`config.mk`:
```
export PLATFORM = sky130hd
export DESIGN_NAME = sm4_arbiter
export DESIGN_NICKNAME = d
export VERILOG_FILES = /design/src/rtl/sm4_arbiter.sv
export SDC_FILE = /design/constraint.sdc
export NUM_CORES = 1
export LEC_CHECK = 0
export ABC_AREA = 1
export CORE_AREA = 3 3 453 455
export CTS_BUF_LIST = sky130_fd_sc_hd__clkbuf_2 sky130_fd_sc_hd__clkbuf_4 sky130_fd_sc_hd__clkbuf_8
export DETAILED_ROUTE_END_ITERATION = 16
export DIE_AREA = 0 0 456 458
export SLEW_MARGIN = 20
export SYNTH_ARGS = -nofsm -noshare
export SYNTH_HDL_FRONTEND = slang
export SYNTH_SLANG_ARGS = --single-unit
```
`constraint.sdc`:
```
create_clock -name clk -period 3.2 [get_ports clk]
set_clock_uncertainty 0.15 [all_clocks]
set_input_delay 0.96 -clock clk [delete_from_list [all_inputs] [get_ports clk]]
set_output_delay 0.96 -clock clk [all_outputs]
set_load 0.01 [all_outputs]
```
`src/rtl/sm4_arbiter.sv`:
```
// rtl/sm4_arbiter.sv - round-robin two-port front end for a shared sm4_top core
// Optional WAIT watchdog enabled by defining SM4_ARB_TIMEOUT_EN.
module sm4_arbiter #(
    parameter int TIMEOUT_CYCLES = 1024
) (
    input  logic         clk,
    input  logic         rst_n,
    input  logic         req0_valid,
    output logic         req0_ready,
    input  logic         req0_mode,
    input  logic [127:0] req0_text,
    input  logic [127:0] req0_key,
    input  logic         req1_valid,
    output logic         req1_ready,
    input  logic         req1_mode,
    input  logic [127:0] req1_text,
    input  logic [127:0] req1_key,
    output logic         resp0_valid,
    input  logic         resp0_ready,
    output logic [127:0] resp0_text,
    output logic         resp0_err,
    output logic         resp1_valid,
    input  logic         resp1_ready,
    output logic [127:0] resp1_text,
    output logic         resp1_err,
    output logic         core_en,
    output logic         core_mode,
    output logic [127:0] core_intext,
    output logic [127:0] core_key,
    input  logic [127:0] core_outtext,
    input  logic         core_done
);

    typedef enum logic [1:0] {IDLE, START, WAIT, RESP} state_t;

    state_t state, state_nx;
    logic   last, owner, done_q;
    logic   grant, grant_vld;
    logic   done_rise, timeout, resp_hs;

    // Round-robin: on a tie, the port that was not served last wins.
    assign grant_vld = req0_valid | req1_valid;
    assign grant     = (req0_valid && req1_valid) ? ~last : req1_valid;
    assign done_rise = core_done && !done_q;
    assign resp_hs   = owner ? resp1_ready : resp0_ready;

    assign req0_ready  = (state == IDLE) && grant_vld && !grant;
    assign req1_ready  = (state == IDLE) && grant_vld && grant;
    assign resp0_valid = (state == RESP) && !owner;
    assign resp1_valid = (state == RESP) && owner;
    assign core_en     = (state == START);

`ifdef SM4_ARB_TIMEOUT_EN
    localparam int CNT_W = $clog2(TIMEOUT_CYCLES + 1);

    logic [CNT_W-1:0] wait_cnt;
    logic             err0_q, err1_q;

    // Counter is held at zero outside WAIT, so it starts from zero on entry.
    always_ff @(posedge clk or negedge rst_n) begin
        if (!rst_n) begin
            wait_cnt <= '0;
        end else if (state != WAIT) begin
            wait_cnt <= '0;
        end else begin
            wait_cnt <= wait_cnt + CNT_W'(1);
        end
    end

    assign timeout = (state == WAIT) && (wait_cnt == CNT_W'(TIMEOUT_CYCLES - 1));

    always_ff @(posedge clk or negedge rst_n) begin
        if (!rst_n) begin
            err0_q <= 1'b0;
            err1_q <= 1'b0;
        end else if (state == WAIT && (done_rise || timeout)) begin
            if (owner) begin
                err1_q <= !done_rise;
            end else begin
                err0_q <= !done_rise;
            end
        end
    end

    assign resp0_err = err0_q;
    assign resp1_err = err1_q;
`else
    // Watchdog absent: WAIT only ends on a done edge.
    assign timeout   = (TIMEOUT_CYCLES < 0);
    assign resp0_err = 1'b0;
    assign resp1_err = 1'b0;
`endif

    always_comb begin
        state_nx = state;
        case (state)
            IDLE:    if (grant_vld) state_nx = START;
            START:   state_nx = WAIT;
            WAIT:    if (done_rise || timeout) state_nx = RESP;
            RESP:    if (resp_hs) state_nx = IDLE;
            default: state_nx = IDLE;
        endcase
    end

    always_ff @(posedge clk or negedge rst_n) begin
        if (!rst_n) begin
            state       <= IDLE;
            done_q      <= 1'b0;
            last        <= 1'b1;
            owner       <= 1'b0;
            core_mode   <= 1'b0;
            core_intext <= '0;
            core_key    <= '0;
            resp0_text  <= '0;
            resp1_text  <= '0;
        end else begin
            state  <= state_nx;
            done_q <= core_done;
            case (state)
                IDLE: begin
                    if (grant_vld) begin
                        owner       <= grant;
                        core_mode   <= grant ? req1_mode : req0_mode;
                        core_intext <= grant ? req1_text : req0_text;
                        core_key    <= grant ? req1_key  : req0_key;
                    end
                end
                WAIT: begin
                    // A done edge coinciding with expiry still yields the real result.
                    if (done_rise || timeout) begin
                        if (owner) begin
                            resp1_text <= done_rise ? core_outtext : '0;
                        end else begin
                            resp0_text <= done_rise ? core_outtext : '0;
                        end
                    end
                end
                RESP: begin
                    if (resp_hs) last <= owner;
                end
                default: ;
            endcase
        end
    end

endmodule

```
==> impl_results.md, run 1 <==
* Worst path depth at 6
* Drt pass-1 iters at 5
* Crit-path max FO at 3
* Launch point of the worst reg-to-reg path: state[0]$_DFFE_PN0P_
* CP most frequent cell: nand2_2
* Share of cells above drive strength 1 at 7.55%
* Worst hold path class: flip-flop to flip-flop
* H-tree depth at 3
* Worst setup SP type: flip-flop
* Final count of negative-setup-slack endpoints at 0
* Post-synthesis instance area at 20800 um2
* CP Class: flip-flop to output port
* Number of global-route vias before repair at 21832
* Seq cells post-synth at 518
* DP HPWL at 144000 um
* Clk pwr share at 20.4%
* Tmin final at 3.13 ns
* P&R area growth vs syn at 84.1%
* FF-to-FF End: core_intext[99]$_DFFE_PN0N_
* Clk sink count at 518
* Outcome: complete, no violations
* Fin crit share at 97.8%
* CTS buffer count at 96
* Root cell of the clock tree: clkbuf_8
* Fin nets at 4220
* Psw at 14.0 mW
* Critical path buffers and inverters at 3
* Flop2flop setup slack at 0.86 ns
* Setup Slack @ Placement at -0.434 ns
* CP arrival at 2.02 ns
* Max Cap Viol at 0
* R2R cell count at 11
* Slew Limit Headroom at 49.1%
* Int Pwr at 22.5 mW
* Critical Path End: req0_ready
* Worst path cell trace: nand2_2, nand2_2, inv_4, nor2_8, buf_12, buf_6
* Worst-Skew Late Latency at 0.80 ns
* Routed WL per cell at 26.4 um
* Via count at 22640
* WL final at 168000 um
* Residual antenna-violating net count after detailed routing at 0
* GP Congestion at 0.948
* Clock buffer depth at 3
* Cell Rows at 165
* CTS tree: yes
* Non-filler cells, final at 6358
* DRC Markers at 0
* Crit path from: last$_DFFE_PN1P_
* I/O pin cnt at 1169
* Critical Path Sink Type: output port
* Gate power share at 46.9%
* Placed Cells at 6135
* Initial Utilization at 10.3%
* First-pass GRT wire length at 215000 um
* Clk slew on worst S/H paths at 0.06 ns
* Sequential share of power at 32.7%
* Worst hold start: resp1_text[8]$_DFFE_PN0P_
* Synthesized area per cell at 8.79 um2
* Die area at 209000 um2
* Max Clk Rate at 0.319 GHz
* Critical path's top delay family: flip-flops
* Die Ht at 458 um
* Worst-Margin Slew at 0.763 ns
* Power density cells at 951 nW/um2
* Post-route setup slack at 0.0694 ns
* Worst path max stage delay at 0.59 ns
* Slowest CP cell: dfstp_2
* Grt ovf at 0
* Final Max Tran Viols at 0
* # port buffers at 1166
* Setup TNS at 0 ns
* Antenna violations before repair at 186
* Final hold viol count at 0
* Largest net degree at the start of global routing at 107
* Initial drt markers at 2148
* Sequential fraction of the synthesis area at 62.2%
* Post-DR vias/cell at 3.56
* Sw Share at 38.5%
* Synth cell types at 20
* Die X at 456 um
* GRT Overall Usage at 15.5%
* RSZ-0062 raised after global routing: yes
* Synth warn at 0
* Peak VDD IR at 0.403 mV
* Cells after Synth at 2370
* Req. time, crit path at 2.09 ns
* Core area at 202000 um2
* Leakage at 16.7 nW
-- cells in the final DEF, fill, tap and decap left out, drive strengths merged --
cell	instances
nand3	261
o21ai	260
clkbuf	155
ha	4
diode	46
clkdlybuf4s50	1120
clkinv	7
clkinvlp	4
dlygate4sd2	27
nand4	2
inv	138
bufinv	5
conb	2
nor2	4
or2	1
clkdlybuf4s15	2
dlymetal6s2s	1
dlygate4sd3	1
nand2	1040
dfstp	1
dfrtp	517
buf	88
-- per-stage QoR --
stage               total power [mW]  cell area [um2]  hold slack [ns]  utilization, %
floorplan                       17.8            20800            0.322               -
global placement                29.3            36000            0.316            17.8
detailed placement              29.5            36000            0.322            17.8
CTS                             37.2            38200            0.334            19.0
global route                    38.7            38300            0.351            19.0
finish                          36.5            38400            0.327            19.0
-- worst min-delay path, stage by stage (launching register included) --
cell,delay (ns)
dfrtp_1,0.34
nand2_1,0.05
o21ai_0,0.06
-- sequential cells by signal, summed over array words and instances (netlist names) --
signal	count
core_mode	1
resp1_text	128
resp0_text	128
last	1
owner	1
core_key	128
done_q	1
state	2
core_intext	128
-- power groups by stage --
| stage | clock, mW | combinational, mW | sequential (mW) |
|---|---|---|---|
| 6_report | 7.43 | 17.1 | 11.9 |
| 3_3_place_gp | 0 | 17.4 | 11.9 |
| 5_1_grt | 7.99 | 18.4 | 12.3 |
| 4_1_cts | 7.71 | 17.6 | 11.9 |
| 3_5_place_dp | 0 | 17.6 | 11.9 |
| 2_1_floorplan | 0 | 4.60 | 13.2 |
-- cell usage after synthesis --
master	count	area, um2
nand3_1	261	1310
ha_1	4	50.1
dfrtp_1	517	12900
or2_2	1	6.26
inv_2	1	3.75
conb_1	1	3.75
clkbuf_1	42	158
nand2_2	1	6.26
o21ai_4	1	16.3
nor2_8	1	20.0
o21ai_0	259	1300
dfstp_2	1	26.3
nand4_1	2	12.5
buf_4	23	173
nand2_1	1039	3900
inv_1	136	510
buf_2	76	380
nor2_4	1	11.3
nor2_1	2	7.51
buf_6	1	11.3
-- routing by layer --
metal	track usage, %	up-vias	share of wire, %
li1	-	9940	-
met1	16.1	10953	33
met2	28.6	1279	53
met3	5.22	406	9.5
met4	6.22	62	3.7
met5	0	-	0.25
-- repair_timing --
action	in CTS	in global routing
hold buffers	1	0
setup endpoints to repair	32	2
gates resized for setup	49	4
hold endpoints to repair	21	0
buffers inserted	4	1
pin swaps	3	1
-- area by class of cell --
class | instances | area, um2
tap | 2672 | 3340
clock inverter | 17 | 265
antenna | 46 | 115
sequential | 518 | 13000
timing repair buffer | 1240 | 12500
inverter | 137 | 517
clock buffer | 154 | 1940
multi-input combinational | 1574 | 6680
fill | 22444 | 163000
-- cell families (layout without fill, tap and decap cells) --
family          Yosys count  in the layout  synth area share (%)
other cells               1             48                0.0180
simple gates           1308           1308                  25.3
flops                   518            518                  62.2
compound gates          260            260                  6.30
fa+ha+maj                 4              4                 0.240
buf+inv                 279           1548                  5.93
-- worst min-delay path by stage --
stage | end | depth (start not counted)
5_1_grt | resp1_text[15]$_DFFE_PN0P_ | 2
6_report | resp1_text[8]$_DFFE_PN0P_ | 2
3_5_place_dp | resp1_text[61]$_DFFE_PN0P_ | 2
4_1_cts | resp1_text[8]$_DFFE_PN0P_ | 2
3_3_place_gp | resp0_text[125]$_DFFE_PN0P_ | 2
2_1_floorplan | last$_DFFE_PN1P_ | 2
Power figures use the tool's default switching activity.
==> inputs of run 2 (changes only) <==
CAP_MARGIN = 10   (was unset)
CTS_CLUSTER_SIZE = 14   (was unset)
==> run 2 against run 1 <==
  * Sequential power hardly changed
  * Utilization hardly changed
  * Cell area hardly changed
  * Global-route usage hardly changed
  * Combinational power hardly changed
  * Die area stayed put
  * Sequential cell count stayed put
  * Maximum frequency hardly changed
  * Worst setup slack worse by 0.0015 ns
  * Register-to-register slack hardly changed
  * Power hardly changed
  * Critical path type unchanged
==> impl_results.md, run 2 (same netlist as run 1, synthesis figures left out) <==
* Worst path cell trace: nand2_2, nand2_2, inv_4, nor2_8, buf_12, buf_6
* Residual antenna-violating net count after detailed routing at 0
* Routed WL per cell at 26.4 um
* CTS tree: yes
* GP Congestion at 0.948
* Commonest non-fill, non-tap cell in the layout: clkdlybuf4s50_1
* Most frequent cells in the layout: clkdlybuf4s50_1, nand2_1, dfrtp_1
* H-tree depth at 3
* Die area at 209000 um2
* Req. time, crit path at 2.09 ns
* Number of global-route vias before repair at 21844
* Crit path from: last$_DFFE_PN1P_
* Worst-Margin Slew at 0.758 ns
* Flop2flop setup slack at 0.85 ns
* Final hold viol count at 0
* First-pass GRT wire length at 215000 um
* Hold Path Depth at 2
* Largest net degree at the start of global routing at 107
* Setup Slack @ Placement at -0.434 ns
* Core area at 202000 um2
* R2R cell count at 11
* Die X at 456 um
* Post-DR vias/cell at 3.55
* Final count of negative-setup-slack endpoints at 0
* # port buffers at 1166
* Worst path max stage delay at 0.59 ns
* Die Ht at 458 um
* RSZ-0062 raised after global routing: yes
* Clk sink count at 518
* CP Class: flip-flop to output port
* Worst-Skew Late Latency at 0.80 ns
* P&R area growth vs syn at 84.0%
* Grt ovf at 0
* Initial Utilization at 10.3%
* Slowest CP cell: dfstp_2
* Share of cells above drive strength 1 at 7.55%
* Fin nets at 4220
* CP arrival at 2.02 ns
* Launch point of the worst reg-to-reg path: state[0]$_DFFE_PN0P_
* Via count at 22586
* Worst setup SP type: flip-flop
* Peak VDD IR at 0.405 mV
* Antenna violations before repair at 187
* Root cell of the clock tree: clkbuf_8
* Initial drt markers at 2019
* Power density cells at 952 nW/um2
* Hold EP: resp1_text[8]$_DFFE_PN0P_
* DRC Markers at 0
* Hold_ws at 0.328 ns
* Critical Path Sink Type: output port
* Max Cap Viol at 0
* WL final at 168000 um
* Cell Rows at 165
* CTS buffer count at 96
* Slew Limit Headroom at 49.5%
* Outcome: complete, no violations
* Max Clk Rate at 0.319 GHz
* CP most frequent cell: nand2_2
* Fin crit share at 97.9%
* Drt pass-1 iters at 6
* I/O pin cnt at 1169
* Tmin final at 3.13 ns
* Final Max Tran Viols at 0
* GRT Overall Usage at 15.5%
* Clk slew on worst S/H paths at 0.06 ns
* DP HPWL at 144000 um
* Critical path buffers and inverters at 3
* Critical path's top delay family: flip-flops
* Clock buffer depth at 3
* Leakage at 16.7 nW
* Worst hold path class: flip-flop to flip-flop
* FF-to-FF End: core_intext[99]$_DFFE_PN0N_
* Crit-path max FO at 3
* Post-route setup slack at 0.0679 ns
* Worst hold start: resp1_text[8]$_DFFE_PN0P_
## run 2: cell types whose count changed in the layout (fill, tap and decap cells not counted), sizes merged
cell           change
diode              -4
clkdlybuf4s50      -1
dlygate4sd2        +1
## run 2: cell type report
cell class                      count  area [um2]
Inverter                          137         517
Clock inverter                     17         265
Antenna cell                       42         105
Clock buffer                      154        1940
Tap cell                         2672        3340
Fill cell                       22443      163000
Sequential cell                   518       13000
Multi-Input combinational cell   1574        6680
Timing Repair Buffer             1240       12500
## run 2: worst reg2reg max path: cells and delay by family (launching register included)
kind	cells	cell delay (ns)
DFF	1	0.40
and+or+nand+nor	3	0.37
adders and majority gates	1	0.17
buffers and inverters	7	1.22
## run 2: worst max-delay path by stage
| stage | endpoint | cells after the start | slack (ns) |
|---|---|---|---|
| 2_1_floorplan | req1_ready | 4 | 0.57 |
| 3_3_place_gp | req0_ready | 5 | -0.45 |
| 3_5_place_dp | req0_ready | 5 | -0.43 |
| 4_1_cts | req0_ready | 6 | -0.15 |
| 5_1_grt | req0_ready | 6 | -0.1 |
| 6_report | req0_ready | 6 | 0.07 |
## run 2: power by group
group | internal, mW | switching, mW | total, mW | leakage [nW]
Sequential | 9.89 | 2.05 | 11.9 | 6.44
Combinational | 8.31 | 8.81 | 17.1 | 9.08
Clock | 4.26 | 3.18 | 7.43 | 1.15
Total | 22.4 | 14.0 | 36.5 | 16.7
## run 2: timing repair
item,in CTS,in global routing
setup endpoints to repair,33,2
pin swaps,3,1
hold endpoints to repair,21,0
gates resized for setup,50,4
buffers inserted,4,1
hold buffers,1,0
## run 2: stage by stage
step / total power, mW / cell area, um2 / setup TNS [ns] / utilization, % / std cells
after floorplan: 17.8 / 20800 / 0 / - / 2371
after global placement: 29.3 / 36000 / -36.32 / 17.8 / 6135
after detailed placement: 29.5 / 36000 / -36.66 / 17.8 / 6135
after CTS: 37.2 / 38200 / -0.213 / 19.0 / 6311
after global routing: 38.7 / 38300 / -0.0988 / 19.0 / 6333
final: 36.5 / 38300 / 0 / 19.0 / 6354
## run 2: per-layer routing
metal / wire length, um / up-vias / GRT usage (%) / share of wire (%)
met3: 15200 / 406 / 5.21 / 9.1
li1: - / 9936 / - / -
met5: 454 / - / 0 / 0.27
met4: 6310 / 66 / 6.21 / 3.8
met1: 56700 / 10942 / 16.1 / 34
met2: 89200 / 1236 / 28.6 / 53
==> inputs of run 3 (changes only) <==
MAX_ROUTING_LAYER = met4   (was unset)
RECOVER_POWER = 25   (was unset)
==> run 3 against run 2 <==
  * The run now ends with capacitance limit, slew limit left
  * Die area unchanged
  * Critical path depth unchanged
  * First-iteration DRC count decreased by 14%
  * Clock-buffer cell count decreased by 1
  * Sequential power about the same
  * Hold slack improved by 0.0047 ns
  * Power decreased by 0.53%
  * Maximum frequency increased by 0.95%
==> impl_results.md, run 3 (same netlist as run 1, synthesis figures left out) <==
* Outcome: finished, violations left
* Failing checks: capacitance limit, slew limit
* Final Max Tran Viols at 39
* First-pass GRT wire length at 215000 um
* Routed WL per cell at 26.2 um
* CP Class: flip-flop to output port
* DP HPWL at 144000 um
* Fill count at 22501
* Max Clk Rate at 0.322 GHz
* Worst-Skew Late Latency at 0.79 ns
* Tmin final at 3.10 ns
* DRC Markers at 0
* Share of cells above drive strength 1 at 7.45%
* Max Cap Viol at 1
* GR Util met3 at 5.27%
* GRT met2 Usage at 28.3%
* Power density cells at 946 nW/um2
* RSZ-0062 raised after global routing: yes
* Die area at 209000 um2
* H-tree depth at 3
* Final hold viol count at 0
* Die X at 456 um
* Initial Utilization at 10.3%
* M1 GR Usage at 16.1%
* Clock buffer depth at 3
* Peak VDD IR at 0.371 mV
* Area occupied by registers at 13000 um2
* GP Congestion at 0.969
* Core area at 202000 um2
* Clk sink count at 518
* CTS tree: yes
* Post-DR vias/cell at 3.52
* Fin nets at 4219
* Critical Path Sink Type: output port
* Cell Rows at 165
* WL final at 168000 um
* Worst setup SP type: flip-flop
* Final count of negative-setup-slack endpoints at 0
* Fin crit share at 97.0%
* Worst-Margin Slew at 2.23 ns
* Die Ht at 458 um
* Initial drt markers at 1727
* Most frequent cells in the layout: clkdlybuf4s50_1, nand2_1, dfrtp_1
* Crit-path max FO at 3
* Root cell of the clock tree: clkbuf_8
* Setup TNS at 0 ns
* Area of the multi-input gates at 6690 um2
* # port buffers at 1166
* Hold_ws at 0.332 ns
* Antenna violations before repair at 185
* CP arrival at 1.99 ns
* GRT Max-Usage Layer: met2
* Req. time, crit path at 2.09 ns
* Grt ovf at 0
* GRT Overall Usage at 16.0%
* Via count at 22499
* P&R area growth vs syn at 84.1%
* Worst hold path class: flip-flop to flip-flop
* Number of global-route vias before repair at 22010
* Commonest non-fill, non-tap cell in the layout: clkdlybuf4s50_1
* Fin util at 19.0%
* Largest net degree at the start of global routing at 106
* Drt pass-1 iters at 5
* I/O pin cnt at 1169
* CTS buffer count at 96
* Slew Limit Headroom at -48.7%
* Residual antenna-violating net count after detailed routing at 0
* Clk slew on worst S/H paths at 0.06 ns
* Leakage at 16.6 nW
run 3: changes by cell type in the layout (fill, tap and decap cells not counted), moves of 4 or more:
cell | before | now
clkbuf_4 | 29 | 35
clkbuf_8 | 126 | 118
diode_2 | 42 | 87
clkdlybuf4s50_1 | 1119 | 1123
clkbuf_2 | 0 | 10
dlygate4sd2_1 | 28 | 24
buf_4 | 56 | 45
run 3: what timing repair did:
action / 4_1_cts / 5_1_grt
pin swaps: 3 / 2
hold buffers: 1 / 0
hold endpoints to repair: 18 / 0
cloned: 0 / 0
resized for setup: 42 / 3
setup buffers: 2 / 3
setup endpoints to repair: 28 / 3
run 3: metrics by stage:
| stage | cells | worst slack [ns] | power (mW) | area [um2] |
|---|---|---|---|---|
| 2_1_floorplan | 2371 | 0.567 | 17.8 | 20800 |
| 3_3_place_gp | 6134 | -0.363 | 29.2 | 36000 |
| 3_5_place_dp | 6134 | -0.372 | 29.5 | 36000 |
| 4_1_cts | 6306 | -0.0774 | 37.0 | 38100 |
| 5_1_grt | 6387 | -0.0686 | 38.5 | 38300 |
| 6_report | 6396 | 0.0973 | 36.3 | 38400 |
run 3: worst paths after layout:
check | end | start | cells after the start | slack, ns
max | req0_ready | state[1]$_DFFE_PN0P_ | 6 | 0.1
min | resp0_text[37]$_DFFE_PN0P_ | resp0_text[37]$_DFFE_PN0P_ | 2 | 0.33
max reg2reg | core_intext[102]$_DFFE_PN0N_ | state[1]$_DFFE_PN0P_ | 11 | 0.79
min reg2reg | resp0_text[37]$_DFFE_PN0P_ | resp0_text[37]$_DFFE_PN0P_ | 2 | 0.33
max in group asynchronous | resp1_text[94]$_DFFE_PN0P_ | rst_n | 3 | 0.25
min in group asynchronous | core_key[30]$_DFFE_PN0N_ | rst_n | 2 | 1.17
run 3: cell type report:
| cell class | count | share of cell area [%] |
|---|---|---|
| diodes | 87 | 0.568 |
| well taps | 2672 | 8.72 |
| repair buffers | 1239 | 32.5 |
| inverters | 137 | 1.35 |
| multi-input cells | 1574 | 17.4 |
| flip-flops and latches | 518 | 33.8 |
| clock inverters | 16 | 0.672 |
| clock buffers | 153 | 4.92 |
run 3: per-layer routing:
metal,part of all wire (%),up-vias
li1,-,10018
met1,34,10890
met2,52,1242
met3,9.4,349
met4,4.7,0
met5,0,-
run 3: critical path, stage by stage, from the launching register on:
cell and delay [ns]:
dfrtp_1 0.42, inv_2 0.11, ha_4 0.17, o21ai_4 0.09, nor2_8 0.14, buf_12 0.15, buf_6 0.11
run 3: power breakdown:
| part | leakage [nW] | internal (mW) | total [mW] | switching [mW] |
|---|---|---|---|---|
| clock | 1.12 | 4.14 | 7.22 | 3.09 |
| sequential | 6.44 | 9.89 | 12.0 | 2.08 |
| combinational | 9.03 | 8.30 | 17.1 | 8.80 |
